[src/rtl/synth_midi_pkg.sv]
// rtl/synth_midi_pkg.sv - shared arbiter state type and MIDI byte-index constants
package synth_midi_pkg;

  typedef enum logic [1:0] {
    IDLE,
    WAIT_BYTE,
    EMIT,
    GAP
  } arb_state_t;

  localparam logic [7:0] MIDI_NR_WRAP    = 8'd254;
  localparam logic [7:0] MIDI_NR_RESTART = 8'd1;

  // Index 0 is the status byte only; data bytes cycle 1..254 so parity keeps alternating.
  function automatic logic [7:0] next_midi_nr(input logic [7:0] nr);
    return (nr == MIDI_NR_WRAP) ? MIDI_NR_RESTART : nr + 8'd1;
  endfunction

endpackage

[src/rtl/midi_rr_pick.sv]
// rtl/midi_rr_pick.sv - combinational round-robin picker: first requester at or after ptr
module midi_rr_pick #(
  parameter int NUM_SRC = 3,
  parameter int IW      = (NUM_SRC > 1) ? $clog2(NUM_SRC) : 1
) (
  input  logic [NUM_SRC-1:0] req,
  input  logic [IW-1:0]      ptr,
  output logic [NUM_SRC-1:0] grant,
  output logic [IW-1:0]      idx,
  output logic               found
);

  int cand;

  always_comb begin
    grant = '0;
    idx   = '0;
    found = 1'b0;
    cand  = 0;
    for (int k = 0; k < NUM_SRC; k++) begin
      cand = (int'(ptr) + k) % NUM_SRC;
      if (!found && req[cand]) begin
        found       = 1'b1;
        grant[cand] = 1'b1;
        idx         = IW'(cand);
      end
    end
  end

endmodule

[src/rtl/midi_src_arbiter.sv]
// rtl/midi_src_arbiter.sv - message-atomic round-robin arbiter onto the paced MIDI byte path
module midi_src_arbiter
  import synth_midi_pkg::*;
#(
  parameter int NUM_SRC    = 3,
  parameter int GAP_CYCLES = 4,
  parameter int TIMEOUT    = 1023
) (
  input  logic                   data_clk,
  input  logic                   reset_reg,
  input  logic [NUM_SRC-1:0]     src_req,
  input  logic [NUM_SRC-1:0]     src_valid,
  input  logic [8*NUM_SRC-1:0]   src_data,
  input  logic [NUM_SRC-1:0]     src_last,
  output logic [NUM_SRC-1:0]     src_grant,
  output logic [NUM_SRC-1:0]     src_ack,
  output logic                   byteready,
  output logic [7:0]             midibyte_nr,
  output logic [7:0]             midi_in_data,
  output logic                   busy,
  output logic                   timeout_err
);

  localparam int IW = (NUM_SRC > 1) ? $clog2(NUM_SRC) : 1;
  localparam int WW = $clog2(TIMEOUT + 1);
  localparam int GW = $clog2(GAP_CYCLES + 1);

  arb_state_t         state, state_nxt;
  logic [IW-1:0]      rr_ptr, gnt_idx, pick_idx;
  logic [NUM_SRC-1:0] pick_grant;
  logic               pick_found;
  logic [WW-1:0]      wait_cnt;
  logic [GW-1:0]      gap_cnt;
  logic [7:0]         nr_q;
  logic               last_q;
  logic               g_req, g_valid, g_last;
  logic [7:0]         g_data;
  logic               do_grant, do_latch, do_release, do_timeout, do_advance;

  midi_rr_pick #(.NUM_SRC(NUM_SRC), .IW(IW)) u_pick (
    .req   (src_req),
    .ptr   (rr_ptr),
    .grant (pick_grant),
    .idx   (pick_idx),
    .found (pick_found)
  );

  assign g_req   = src_req[gnt_idx];
  assign g_valid = src_valid[gnt_idx];
  assign g_last  = src_last[gnt_idx];
  assign g_data  = src_data[8*gnt_idx +: 8];
  assign busy    = |src_grant;

  always_comb begin
    state_nxt  = state;
    do_grant   = 1'b0;
    do_latch   = 1'b0;
    do_release = 1'b0;
    do_timeout = 1'b0;
    do_advance = 1'b0;
    case (state)
      IDLE: begin
        if (pick_found) begin
          do_grant  = 1'b1;
          state_nxt = WAIT_BYTE;
        end
      end
      WAIT_BYTE: begin
        // A byte presented together with a req drop is still taken.
        if (g_valid) begin
          do_latch  = 1'b1;
          state_nxt = EMIT;
        end else if (!g_req) begin
          do_release = 1'b1;
          state_nxt  = IDLE;
        end else if (wait_cnt == WW'(TIMEOUT - 1)) begin
          do_timeout = 1'b1;
          do_release = 1'b1;
          state_nxt  = IDLE;
        end
      end
      EMIT: state_nxt = GAP;
      GAP: begin
        if (gap_cnt == GW'(GAP_CYCLES - 1)) begin
          if (last_q) begin
            do_release = 1'b1;
            state_nxt  = IDLE;
          end else begin
            do_advance = 1'b1;
            state_nxt  = WAIT_BYTE;
          end
        end
      end
      default: state_nxt = IDLE;
    endcase
  end

  always_ff @(posedge data_clk or posedge reset_reg) begin
    if (reset_reg) state <= IDLE;
    else           state <= state_nxt;
  end

  always_ff @(posedge data_clk or posedge reset_reg) begin
    if (reset_reg) begin
      src_grant    <= '0;
      src_ack      <= '0;
      byteready    <= 1'b0;
      midibyte_nr  <= '0;
      midi_in_data <= '0;
      timeout_err  <= 1'b0;
      rr_ptr       <= '0;
      gnt_idx      <= '0;
      wait_cnt     <= '0;
      gap_cnt      <= '0;
      nr_q         <= '0;
      last_q       <= 1'b0;
    end else begin
      byteready   <= do_latch;
      src_ack     <= do_latch ? src_grant : '0;
      timeout_err <= do_timeout;
      wait_cnt    <= (state == WAIT_BYTE) ? wait_cnt + WW'(1) : '0;
      gap_cnt     <= (state == GAP) ? gap_cnt + GW'(1) : '0;
      if (do_grant) begin
        src_grant <= pick_grant;
        gnt_idx   <= pick_idx;
        nr_q      <= '0;
      end else if (do_release) begin
        src_grant <= '0;
        rr_ptr    <= (gnt_idx == IW'(NUM_SRC - 1)) ? '0 : gnt_idx + IW'(1);
      end
      if (do_advance) nr_q <= next_midi_nr(nr_q);
      // Output byte/index are loaded with the strobe and held until the next one.
      if (do_latch) begin
        midi_in_data <= g_data;
        midibyte_nr  <= nr_q;
        last_q       <= g_last;
      end
    end
  end

endmodule

[config.mk]
export PLATFORM = sky130hd
export DESIGN_NAME = midi_src_arbiter
export DESIGN_NICKNAME = d
export VERILOG_FILES = /design/src/rtl/synth_midi_pkg.sv /design/src/rtl/midi_rr_pick.sv /design/src/rtl/midi_src_arbiter.sv
export SDC_FILE = /design/constraint.sdc
export NUM_CORES = 1
export LEC_CHECK = 0
export BUFFER_PORTS_ARGS = -buffer_cell sky130_fd_sc_hd__buf_2
export CAP_MARGIN = 20
export CELL_PAD_IN_SITES_DETAIL_PLACEMENT = 1
export CELL_PAD_IN_SITES_GLOBAL_PLACEMENT = 1
export CORE_MARGIN = 5
export CORE_UTILIZATION = 44
export CTS_CLUSTER_DIAMETER = 200
export DETAILED_ROUTE_END_ITERATION = 7
export PLACE_DENSITY = 0.86
export SETUP_SLACK_MARGIN = 0.5
export SLEW_MARGIN = 15
export SYNTH_ARGS = -nofsm -noshare
export SYNTH_HDL_FRONTEND = slang
export SYNTH_HIERARCHICAL = 1
export SYNTH_SLANG_ARGS = --single-unit
[constraint.sdc]
create_clock -name data_clk -period 5.8 [get_ports data_clk]
set_input_delay 0.87 -clock data_clk [delete_from_list [all_inputs] [get_ports data_clk]]
set_output_delay 0.87 -clock data_clk [all_outputs]
set_load 0.01 [all_outputs]
==> results.txt <==
status = complete, no violations
Seq cells post-synth = 52
FILL cells = 783
Critical Path Fanout Max = 8
Netlist cell types = 47
FF-to-FF path depth = 10
worst slew pin tran = 0.882 ns
Worst-Skew Late Latency = 0.31 ns
peak supply drop = 205 uV
routability cong. = 0.844
Worst path slowest cell = or3b_4
RSZ-0062 raised after global routing = false
Rows = 29
first-pass GRT wire length = 11700 microns
clk sink count = 52
Gates resized, CTS repair = 0
Area growth syn-to-layout = 14.5%
Worst Path Arrival = 3.07 ns
I/O pins = 60
worst-path cell chain = inv_1, ha_1, mux2i_4, mux2i_4, o21bai_1, or3b_4, a21boi_4, nand3_2, or3_1, a21oi_1
Final period util = 48.8%
vias in the first global route = 2455
Final min period = 2.83 ns
Max Slew Vio Count = 0
core area = 6280 sq um
setup slack, reg-to-reg = 2.97 ns
Max Freq = 353 MHz
max-cap viol count = 0
Hold Fails Final Rpt = 0
Finish-stage setup viols = 0
register area share after synthesis = 46.4%
CP Buf/Inv Count = 1
vias per inst = 5.34
port buffer count = 59
hold depth = 1
post-synthesis cell area = 2810 sq um
CP peak stage delay = 0.46 ns
Static Leak = 1.60 nW
Detail Route Antenna Nets = 0
Initial Util = 44.7%
DR iter-0 viols = 112
Critical Path RT = 6.04 ns
clock slew at reported path FFs = 0.11 ns
Via Count = 2325
layout cells sized above 1 = 22.1%
grt ovf = 0
syn_nets = 350
synthesized area per cell = 9.20 sq um
RR Startpoint = rr_ptr[1]
post-CTS setup buffer count = 0
fin cells = 435
DRC Markers = 0
Setup TNS = 0 ns
Clock Skew = 0.0121 ns
placed cells = 427
Mapped Cells = 305
crit-path leading delay family = simple AND/OR/NAND/NOR gates
antenna violations before repair = 0
WL per Instance = 15.3 microns
HP Class = reg -> reg
Power Density = 422 nW/um^2
drt total wl = 6670 microns
CTS tree = yes
die area = 8080 sq um
R2R Path End = nr_q[7]
worst hold endpoint = gap_cnt[0]
Slew HR = 41.2%
Die Y = 89.9 microns
Hold Path Origin = gap_cnt[0]
first-pass iteration count of the detailed router = 4
largest net degree at the start of global routing = 53
hpwl dp = 4990 microns
Setup CP Type = reg -> reg
most used cell along the critical path = mux2i_4
antenna cells = 0
clk root buf = clkbuf_8
Final Power = 1.36 mW
Post-CTS Hold Buffers = 0
Setup crit end kind = register
total track usage = 17.2%
crit path launch type = register
synth warn = 6
layout net count = 402
total CTS buffers = 5
clk buf depth = 2
CTS H-tree lvls = 2
Die W = 89.9 microns
-- placed cells by master (no fill, tap or decap), types with 2 or more instances in the layout --
cell	count
buf_2	59
nand2_1	53
dfrtp_1	52
nor2_1	36
a21oi_1	19
o21ai_0	14
inv_1	13
nand3_1	13
mux2i_1	12
ha_1	10
xor2_1	7
and3_1	5
nand2b_1	5
clkbuf_8	5
nor2b_1	4
nor3_1	4
o31ai_1	4
xnor2_1	4
or3_1	2
a2bb2oi_1	2
a211oi_1	2
o211ai_1	2
mux2_2	2
o32a_1	2
inv_6	2
mux2i_4	2
-- through the flow --
stage | worst slack [ns] | utilization, % | hold slack [ns] | instance area, sq um
6_report | 2.97 | 51.2 | 0.452 | 3210
5_1_grt | 2.81 | 51.2 | 0.487 | 3210
4_1_cts | 2.76 | 51.1 | 0.459 | 3210
3_5_place_dp | 2.74 | 49.6 | 0.446 | 3120
3_3_place_gp | 2.88 | 49.6 | 0.424 | 3120
2_1_floorplan | 3.26 | - | 0.408 | 2810
-- worst max path at each step --
| stage | start | to | slack, ns | cells past startpoint |
|---|---|---|---|---|
| floorplan | src_req[2] | nr_q[5] | 3.26 | 8 |
| global placement | gnt_idx[1] | last_q | 2.88 | 5 |
| detailed placement | gnt_idx[1] | last_q | 2.74 | 5 |
| CTS | gnt_idx[1] | last_q | 2.76 | 5 |
| global route | rr_ptr[1] | nr_q[5] | 2.81 | 10 |
| finish | rr_ptr[1] | nr_q[7] | 2.97 | 10 |
-- power breakdown --
group          switching (mW)  internal (mW)
combinational           0.348          0.252
clock                   0.127         0.0881
sequential             0.0947          0.448
total                   0.569          0.787
-- registers in the layout, summed over array words and instances (netlist names), named ones only --
name,count
gnt_idx,2
wait_cnt,10
last_q,1
midibyte_nr,8
gap_cnt,3
nr_q,8
src_ack,3
midi_in_data,8
src_grant,3
rr_ptr,2
timeout_err,1
state,1
byteready,1
-- cell type report --
| class | count | area (sq um) | area share, % |
|---|---|---|---|
| clock inverter | 3 | 25.0 | 0.779 |
| sequential | 52 | 1300 | 40.5 |
| multi-input combinational | 224 | 1370 | 42.6 |
| tap | 77 | 96.3 | 3.00 |
| inverter | 15 | 57.6 | 1.79 |
| timing repair buffer | 59 | 295 | 9.19 |
| clock buffer | 5 | 68.8 | 2.14 |
-- synth_stat cells (all sizes together) --
cell type,instances,share of area (%)
o22ai,1,0.22
a21o,1,0.27
clkbuf,8,1.4
mux2i,14,5.9
nor3,4,0.71
nand4b,1,0.31
nor3b,1,0.27
a211oi,2,0.53
mux2,2,0.80
a2bb2oi,2,0.62
and3,5,1.1
or3b,1,0.40
o32a,2,0.71
o21bai,1,0.27
o211ai,2,0.53
xnor2,4,1.2
or3,2,0.45
o31ai,4,1.1
dfrtp,52,46
a31oi,1,0.22
xor2,7,2.2
nand2b,6,1.3
a31o,1,0.31
inv,15,2.0
nor2b,4,0.89
a311oi,1,0.31
nand4,1,0.22
and4b,1,0.36
o2bb2ai,1,0.31
o21ai,15,2.7
a21oi,19,3.4
nand3,14,2.7
nor2,36,4.8
and2b,1,0.27
ha,10,4.5
buf,6,1.5
a22o,1,0.36
nand2,53,7.1
nor4bb,1,0.36
a21boi,1,0.67
a211o,1,0.36
-- worst reg2reg max path, cell delays in order (launching register included) --
cell      delay (ns)
dfrtp_1         0.42
inv_1           0.08
ha_1            0.31
mux2i_4         0.26
mux2i_4         0.23
o21bai_1        0.16
or3b_4          0.46
a21boi_4        0.21
nand3_2         0.14
or3_1           0.33
a21oi_1         0.17
-- metal layers --
layer / share of wire [%] / vias up / wire length [microns] / track usage (%)
li1: - / 1136 / - / -
met1: 45 / 1122 / 3020 / 22.1
met2: 48 / 57 / 3230 / 28.6
met3: 4.6 / 10 / 308 / 4.34
met4: 1.6 / 0 / 108 / 4.84
met5: 0 / - / 0 / 0
-- kinds of logic after synthesis --
group	count (synthesis)	synth area share [%]
fa+ha+maj	10	4.46
mux	16	6.69
xor+xnor	11	3.43
flops	52	46.4
buf+inv	29	4.95
simple gates	131	21.3
compound gates	56	12.8
(Power assumes the default switching activity.)
